### config.mk
export PLATFORM = sky130hd
export DESIGN_NAME = cam_frame_writer
export DESIGN_NICKNAME = d
export VERILOG_FILES = /design/src/rtl/cam_pkg.sv /design/src/rtl/cam_frame_writer_edge_det.sv /design/src/rtl/cam_frame_writer.sv
export SDC_FILE = /design/constraint.sdc
export NUM_CORES = 1
export LEC_CHECK = 0
export BUFFER_PORTS_ARGS = -buffer_cell sky130_fd_sc_hd__buf_4
export CAP_MARGIN = 20
export CORE_ASPECT_RATIO = 0.6
export CORE_MARGIN = 2
export CORE_UTILIZATION = 45
export CTS_CLUSTER_DIAMETER = 30
export DETAILED_ROUTE_END_ITERATION = 10
export SYNTH_ARGS = -nofsm -noshare
export SYNTH_HDL_FRONTEND = slang
export SYNTH_SLANG_ARGS = --single-unit
export TNS_END_PERCENT = 5
### constraint.sdc
create_clock -name pclk -period 5.07 [get_ports pclk]
set_input_delay 1.2675 -clock pclk [delete_from_list [all_inputs] [get_ports pclk]]
set_output_delay 1.2675 -clock pclk [all_outputs]
set_load 0.02 [all_outputs]
### src/rtl/cam_pkg.sv
// Shared types and geometry for the camera frame-buffer writer.
// The state encoding and QQVGA frame sizes are used by the writer and by anything that inspects it.
package cam_pkg;

    typedef enum logic [1:0] {
        IDLE    = 2'd0,
        WAIT_VS = 2'd1,
        CAPTURE = 2'd2,
        DONE    = 2'd3
    } cam_state_t;

    localparam int QQVGA_W = 160;
    localparam int QQVGA_H = 120;
    localparam int FB_AW   = 15;

endpackage

### src/rtl/cam_frame_writer_edge_det.sv
// One-bit history register with combinational rise/fall strobes.
// Used on the camera vsync and href framing signals.
module edge_det (
    input  logic pclk,
    input  logic in_reset,
    input  logic x,
    output logic rise,
    output logic fall
);

    logic x_q;

    always_ff @(posedge pclk or posedge in_reset) begin
        if (in_reset) begin
            x_q <= 1'b0;
        end else begin
            x_q <= x;
        end
    end

    assign rise = x & ~x_q;
    assign fall = ~x & x_q;

endmodule

### src/rtl/cam_frame_writer.sv
// Writes converted RGB332 pixels into a raster-ordered frame buffer, clipping to WIDTH x HEIGHT
// and flagging frames that end with too few lines.
module cam_frame_writer
    import cam_pkg::*;
#(
    parameter int WIDTH  = QQVGA_W,
    parameter int HEIGHT = QQVGA_H,
    parameter int AW     = FB_AW,
    parameter int DW     = 8
) (
    input  logic          pclk,
    input  logic          in_reset,
    input  logic          vsync,
    input  logic          href,
    input  logic [DW-1:0] px_data,
    input  logic          px_valid,
    input  logic          cap_en,
    input  logic          cont_mode,
    output logic [AW-1:0] mem_addr,
    output logic [DW-1:0] mem_data,
    output logic          mem_we,
    output logic          frame_done,
    output logic          busy,
    output logic          err_short
);

    localparam int CW = $clog2(WIDTH + 1);
    localparam int RW = $clog2(HEIGHT + 1);

    // Index 0 is vsync, index 1 is href.
    logic [1:0] sync_in;
    logic [1:0] sync_rise;
    logic [1:0] sync_fall;
    logic       unused_href_fall;

    assign sync_in          = {href, vsync};
    assign unused_href_fall = sync_fall[1];

    generate
        for (genvar gi = 0; gi < 2; gi++) begin : g_edge
            edge_det u_edge_det (
                .pclk     (pclk),
                .in_reset (in_reset),
                .x        (sync_in[gi]),
                .rise     (sync_rise[gi]),
                .fall     (sync_fall[gi])
            );
        end
    endgenerate

    logic vs_rise, vs_fall, hr_rise;
    assign vs_rise = sync_rise[0];
    assign vs_fall = sync_fall[0];
    assign hr_rise = sync_rise[1];

    cam_state_t    state_reg, state_next;
    logic [CW-1:0] col_reg, col_next, col_px;
    logic [RW-1:0] row_reg, row_next;
    logic [AW-1:0] addr_reg, addr_next, addr_px;
    logic [AW-1:0] mem_addr_reg, mem_addr_next;
    logic [DW-1:0] mem_data_reg, mem_data_next;
    logic          mem_we_reg, mem_we_next;
    logic          frame_done_reg, busy_reg;
    logic          err_short_reg, err_short_next;
    logic          accept;
    logic [RW:0]   lines;

    always_comb begin
        state_next     = state_reg;
        col_next       = col_reg;
        row_next       = row_reg;
        addr_next      = addr_reg;
        err_short_next = err_short_reg;
        mem_we_next    = 1'b0;
        mem_data_next  = mem_data_reg;
        mem_addr_next  = mem_addr_reg;
        accept         = 1'b0;
        col_px         = col_reg;
        addr_px        = addr_reg;
        lines          = '0;

        case (state_reg)
            IDLE: begin
                if (cap_en) begin
                    state_next = WAIT_VS;
                end
            end
            WAIT_VS: begin
                if (vs_fall) begin
                    state_next     = CAPTURE;
                    col_next       = '0;
                    row_next       = '0;
                    addr_next      = '0;
                    err_short_next = 1'b0;
                end
            end
            CAPTURE: begin
                accept = px_valid && (col_reg < CW'(WIDTH)) && (row_reg < RW'(HEIGHT));
                if (accept) begin
                    mem_we_next   = 1'b1;
                    mem_data_next = px_data;
                    mem_addr_next = addr_reg;
                    col_px        = col_reg + CW'(1);
                    addr_px       = addr_reg + AW'(1);
                end
                col_next  = col_px;
                addr_next = addr_px;

                // A pixel arriving with href rise belongs to the old line, so the
                // advance works on the post-pixel column; padding lands on row*WIDTH.
                if (hr_rise && (col_px != '0)) begin
                    col_next = '0;
                    if (row_reg < RW'(HEIGHT)) begin
                        row_next  = row_reg + RW'(1);
                        addr_next = addr_px + (AW'(WIDTH) - AW'(col_px));
                    end
                end

                if (vs_rise) begin
                    state_next     = DONE;
                    lines          = {1'b0, row_next} + (RW + 1)'(col_next != '0);
                    err_short_next = (lines < (RW + 1)'(HEIGHT));
                end
            end
            DONE: begin
                state_next = (cont_mode && cap_en) ? WAIT_VS : IDLE;
            end
            default: begin
                state_next = IDLE;
            end
        endcase
    end

    always_ff @(posedge pclk or posedge in_reset) begin
        if (in_reset) begin
            state_reg      <= IDLE;
            col_reg        <= '0;
            row_reg        <= '0;
            addr_reg       <= '0;
            mem_addr_reg   <= '0;
            mem_data_reg   <= '0;
            mem_we_reg     <= 1'b0;
            frame_done_reg <= 1'b0;
            busy_reg       <= 1'b0;
            err_short_reg  <= 1'b0;
        end else begin
            state_reg      <= state_next;
            col_reg        <= col_next;
            row_reg        <= row_next;
            addr_reg       <= addr_next;
            mem_addr_reg   <= mem_addr_next;
            mem_data_reg   <= mem_data_next;
            mem_we_reg     <= mem_we_next;
            frame_done_reg <= (state_next == DONE);
            busy_reg       <= (state_next == WAIT_VS) || (state_next == CAPTURE);
            err_short_reg  <= err_short_next;
        end
    end

    assign mem_addr   = mem_addr_reg;
    assign mem_data   = mem_data_reg;
    assign mem_we     = mem_we_reg;
    assign frame_done = frame_done_reg;
    assign busy       = busy_reg;
    assign err_short  = err_short_reg;

endmodule

==> Word level (Yosys, flattened, before mapping) <==
Cells that the tools add are included.
Widths: inputs -> output; s select.
{ "classes": {"bitwise_logic": 6, "addsub": 6, "n_reduce_logical": 12, "eq_ne": 8, "n_lt_le_gt_ge": 3, "n_mux": 27} }
{ "ops": {"columns": ["cell", "n"], "rows": [
  ["$mux 15", 5],
  ["$mux 8", 5],
  ["$pmux 15 s2", 1],
  ["$mux 7", 4],
  ["$pmux 8 s2", 1],
  ["$reduce_bool 8->1", 2],
  ["$add 15x1->15 const B", 1],
  ["$add 15x15->15", 1],
  ["$pmux 7 s2", 1],
  ["$sub 8x8->9 const A", 1],
  ["$add 7x1->8", 1],
  ["$add 8x1->8 const B", 1],
  ["$eq 2x2->1 const B", 4],
  ["$lt 8x7->1 const B", 1],
  ["$lt 8x8->1 const B", 1],
  ["$pmux 2 s4", 1],
  ["$add 7x1->7 const B", 1],
  ["$lt 7x7->1 const B", 1],
  ["$mux 2", 3],
  ["$mux 1", 5],
  ["$eq 2x1->1 const B", 2],
  ["$logic_and 1x1->1", 4],
  ["$ne 2x1->1 const B", 2],
  ["$reduce_and 2->1", 2],
  ["7 further kinds", 11]
]} }
{ "word_totals": {"out_inout_bits": 27, "input_bits": 15, "ff_bits": 61, "elab_cells": 74} }

==> Logic depth before layout (Yosys ltp) <==
{ "logic_depth": {"word_depth": 14, "ltp_mapped": 20, "mapped_depth_nobuf": 17} }

==> By module <==
Synthesis repeated with hierarchy kept, for this count alone.
{ "hier_totals": {"hier_cells": 433, "hier_area_um2": 3975.1} }
{ "by_module_without_submodules": {"columns": ["module", "seq_area_each_um2", "cells_per_inst", "area_per_inst_um2", "instances"], "rows": [
  ["cam_frame_writer", 1476.4, 425, 3887.5, 1],
  ["edge_det", 25.0, 4, 43.8, 2]
]} }

==> Worst setup path after synthesis <==
OpenSTA, ideal clock, no wires.
{ "synth_timing": {"kind": "input to register", "from": "input px_valid", "to": "register addr_reg[14]", "path_stages": 18, "setup_time_ps": 69, "path_buffers": 2, "required_time_ps": 5001, "path_slack_ps": 576, "t_arrival_ps": 4425, "path_cell_list": "buf_4 > and3_2 > clkbuf_1 > xnor2_1 > ha_1 > nand2_1 > o211ai_1 > o21ai_0 > xnor2_1 > ha_1 > a21o_1 > a221oi_1 > o211ai_1 > o21a_1 > a31oi_1 > xnor2_1 > or3_1 > nand3_1"} }
{ "synth_via": {"elab_chain_len": 9, "word_cells_on_any_way": 13, "cone_classes": "add/sub (2); mux (7); reduce/logical (4)"} }
{ "synth_rtl": {"columns": ["element", "line_no", "text"], "rows": [
  ["start: declaration", "cam_frame_writer.sv:16", "input logic px_valid,"],
  ["$logic_and 1x1->1 (*) (2 in series)", "cam_frame_writer.sv:98", "accept = px_valid && (col_reg < CW'(WIDTH)) && (row_reg < RW'(HEIGHT));"],
  ["$mux 8", "cam_frame_writer.sv:99", "if (accept) begin"],
  ["$mux 8", "cam_frame_writer.sv:82", "case (state_reg)"],
  ["$sub 8x8->9", "cam_frame_writer.sv:115", "addr_next = addr_px + (AW'(WIDTH) - AW'(col_px));"],
  ["$add 15x15->15", "cam_frame_writer.sv:115", null],
  ["$mux 15", "cam_frame_writer.sv:113", "if (row_reg < RW'(HEIGHT)) begin"],
  ["$mux 15 (*)", "cam_frame_writer.sv:111", "if (hr_rise && (col_px != '0)) begin"],
  ["$pmux 15 s2 (*)", "cam_frame_writer.sv:82", null],
  ["end signal: assignment", "cam_frame_writer.sv:150", "addr_reg <= addr_next;"],
  ["end: declaration", "cam_frame_writer.sv:59", "logic [AW-1:0] addr_reg, addr_next, addr_px;"]
]} }
Every way passes the cells marked *; elsewhere a longest branch is shown, timed or not. The select of a mux whose other input is x is not followed.
A chain may end at the register's enable or synchronous reset.

==> Final worst setup path <==
Same ends and word-level chain as after synthesis.

==> flow_metrics.env <==
export IMPL_yosysSeqAreaShare_pct=37.09
export IMPL_min_path_type="reg2reg"
export IMPL_io_buffer_count=41
export IMPL_cts_setup_buffers=0
export IMPL_drt_initial_drc_count=347
export IMPL_syn_inst=439
export IMPL_grt_pass1_wl_um=16690
export IMPL_critPathKind="in2reg"
export IMPL_die_x_um=127.5
export IMPL_critPathTopFamily="compound AO/OA/AOI/OAI gates"
export IMPL_fmax_ghz=0.2310
export IMPL_fp_dieArea_um2=9951
export IMPL_synth_top_cell_area_share_pct=37.09
export IMPL_max_stage_delay_ns=0.39
export IMPL_antenna_cells=0
export IMPL_synth_area_leader_cell="dfrtp_1"
export IMPL_ys_async_sr_fraction_pct=100.0
export IMPL_syn_nets=477
export IMPL_viasPerCell=5.863
export IMPL_num_io_pins=42
export IMPL_grt_start_max_net_pins=38
export IMPL_cp_data_required_time_ns=5.34
export IMPL_finalHoldViolations=0
export IMPL_fin_crit_ns=4.330
export IMPL_finalMaxSlewViolations=0
export IMPL_die_h_um=78.08
export IMPL_peakVddDrop_mv=0.2668
export IMPL_slew_headroom_pct=46.20
export IMPL_post_dp_cell_area_um2=4501
export IMPL_post_place_ws_ns=0.4158
export IMPL_highest_layer="met4"
export IMPL_nets=513
export IMPL_layout_drive_gt1_share_pct=21.88
export IMPL_wl_per_cell_um=16.93
export IMPL_ys_warn_count=0
export IMPL_cts_root_buf="clkbuf_16"
export IMPL_tns_ns=0
export IMPL_core_um2=8686
export IMPL_worst_hold_slack_ns=0.4934
export IMPL_met3WireLength_um=828
export IMPL_synth_seq_cells=61
export IMPL_status="finished clean"
export IMPL_fin_cells=592
export IMPL_worst_pin_slew_ns=0.8051
export IMPL_placed_cells=575
export IMPL_end_kind="flip-flop"
export IMPL_rows=26
export IMPL_register_area_um2=1526
export IMPL_p_leak_nw=2.221
export IMPL_dp_hpwl_um=7358
export IMPL_synth_cell_types=62
export IMPL_cp_num_buf_inv=1
export IMPL_grt_ovfl_total=0
export IMPL_wl_met2_um=4028
export IMPL_multi_input_area_um2=2440
export IMPL_grt_antenna_before_repair=0
export IMPL_numCtsBuffers=9
export IMPL_insertion_delay_ns=0.33
export IMPL_start_kind="input port"
export IMPL_reg2reg_slack_ns=0.90
export IMPL_min_period_over_period_pct=85.40
export IMPL_powerDensity_nw_per_um2=532.0
export IMPL_finalSetupViolCount=0
export IMPL_wl_met1_um=5072
export IMPL_clk_path_buf_depth=2
export IMPL_crit_chain="buf_4 -> and3_2 -> xnor2_1 -> ha_1 -> nand2_1 -> o211ai_1 -> o21ai_0 -> xnor2_1 -> ha_1 -> a21o_1 -> a221oi_1 -> o211ai_1 -> o21a_1 -> a31oi_1 -> xnor2_1 -> or3_1 -> nand3_1"
export IMPL_finalWirelength_um=10020
export IMPL_synth_edf_count=0
export IMPL_final_area_um2=4828
export IMPL_path_common_cell="xnor2_1"
export IMPL_cp_arrival_ns=4.60
export IMPL_drv_cap=0
export IMPL_htreeDepth=3
export IMPL_vias=3471
export IMPL_cts_hold_buf=0
export IMPL_start_util_pct=47.38
export IMPL_grt_setup_unrepaired="false"
export IMPL_grt_pass1_vias=3278
export IMPL_antenna_left=0
export IMPL_fin_skew_ns=0.008224
export IMPL_utilization_pct=55.59
export IMPL_dr_pass1_iters=4
export IMPL_area_delta_synth_final_pct=17.33
export IMPL_p_total_mw=2.569
export IMPL_gp_congestion=0.9312
export IMPL_synthFlopType="dfrtp_1"
export IMPL_ctsResizeCount=0
export IMPL_netlist_area_um2=4115
export IMPL_drc=0
export IMPL_clk_pin_slew_ns=0.06
export IMPL_cts_tree="built"
export IMPL_avgSynthCellArea_um2=9.374
export IMPL_layout_setup_ws_ns=0.7402
export IMPL_nFillCells=776
export IMPL_grt_use_total_pct=21.57
export IMPL_cp_max_fo=10
export IMPL_cpMaxStageDelayCell="a221oi_1"
export IMPL_cts_sinks=61
export IMPL_synthTopCellsByArea="dfrtp_1, ha_1, mux2_2"
==> worst register-to-register path, delay by kind of cell, from the launching register on <==
kind | cells | cell delay, ns
flip-flops | 1 | 0.50
XOR/XNOR | 3 | 0.41
adder cells (fa/ha/maj) | 2 | 0.61
AND/OR/NAND/NOR | 5 | 1.19
AO/OA/AOI/OAI | 7 | 1.40
==> synthesized netlist by cell type, drive strengths merged (3+ instances only) <==
cell,count
mux2i,8
nand2,54
o31ai,4
buf,12
o21a,3
nor3,9
a21o,6
o211ai,5
a221oi,3
nand2b,4
xnor2,22
clkbuf,12
a32oi,3
o22ai,4
xor2,16
nand3,15
a31oi,5
ha,22
nor2b,4
dfrtp,61
mux2,24
and2,4
and3,12
nand4,11
nor2,15
a21oi,25
inv,9
or3,5
o21ai,37
==> final timing paths <==
path	start	endpoint	depth (start not counted)
min in group asynchronous	in_reset	mem_data[5]	2
worst max-delay path	px_valid	addr_reg[14]	17
max in group asynchronous	in_reset	addr_reg[13]	3
worst max register to register	row_reg[4]	addr_reg[14]	17
worst min register to register	mem_addr[10]	mem_addr[10]	2
worst min-delay path	mem_addr[10]	mem_addr[10]	2
==> cells by family after synthesis <==
kind of cell,share of synthesized area [%]
simple gates,18.27
compound gates,17.15
xor+xnor,8.087
flops,37.09
buf+inv,3.709
mux,8.513
fa+ha+maj,7.175
==> where the power goes <==
| group | internal [mW] | switching, mW |
|---|---|---|
| registers | 0.634 | 0.146 |
| logic | 0.506 | 0.662 |
| clock network | 0.383 | 0.238 |
| total | 1.52 | 1.05 |
==> layout make-up <==
type	instances	area share, %
multi-input cells	345	50.53
flip-flops and latches	61	31.61
clock buffers	9	4.664
clock inverters	7	1.555
well taps	112	2.902
inverters	9	0.6997
repair buffers	49	8.033
==> per-layer routing <==
layer,GRT usage (%),vias to the layer above
met2,30.32,124
li1,-,1673
met1,31.99,1662
met4,6.264,0
met5,0,-
met3,6.203,12
==> cell usage in the layout, fill, tap and decap left out, drive strengths merged, types with 4 or more instances in the layout <==
master / n
dfrtp: 61
nand2: 54
buf: 49
o21ai: 37
a21oi: 25
mux2: 24
xnor2: 22
ha: 22
xor2: 16
nor2: 15
nand3: 15
and3: 12
nand4: 11
inv: 10
nor3: 9
clkbuf: 9
mux2i: 8
a21o: 6
o211ai: 5
a31oi: 5
or3: 5
clkinv: 5
nand2b: 4
nor2b: 4
o31ai: 4
o22ai: 4
and2: 4
(Power assumes the default switching activity.)
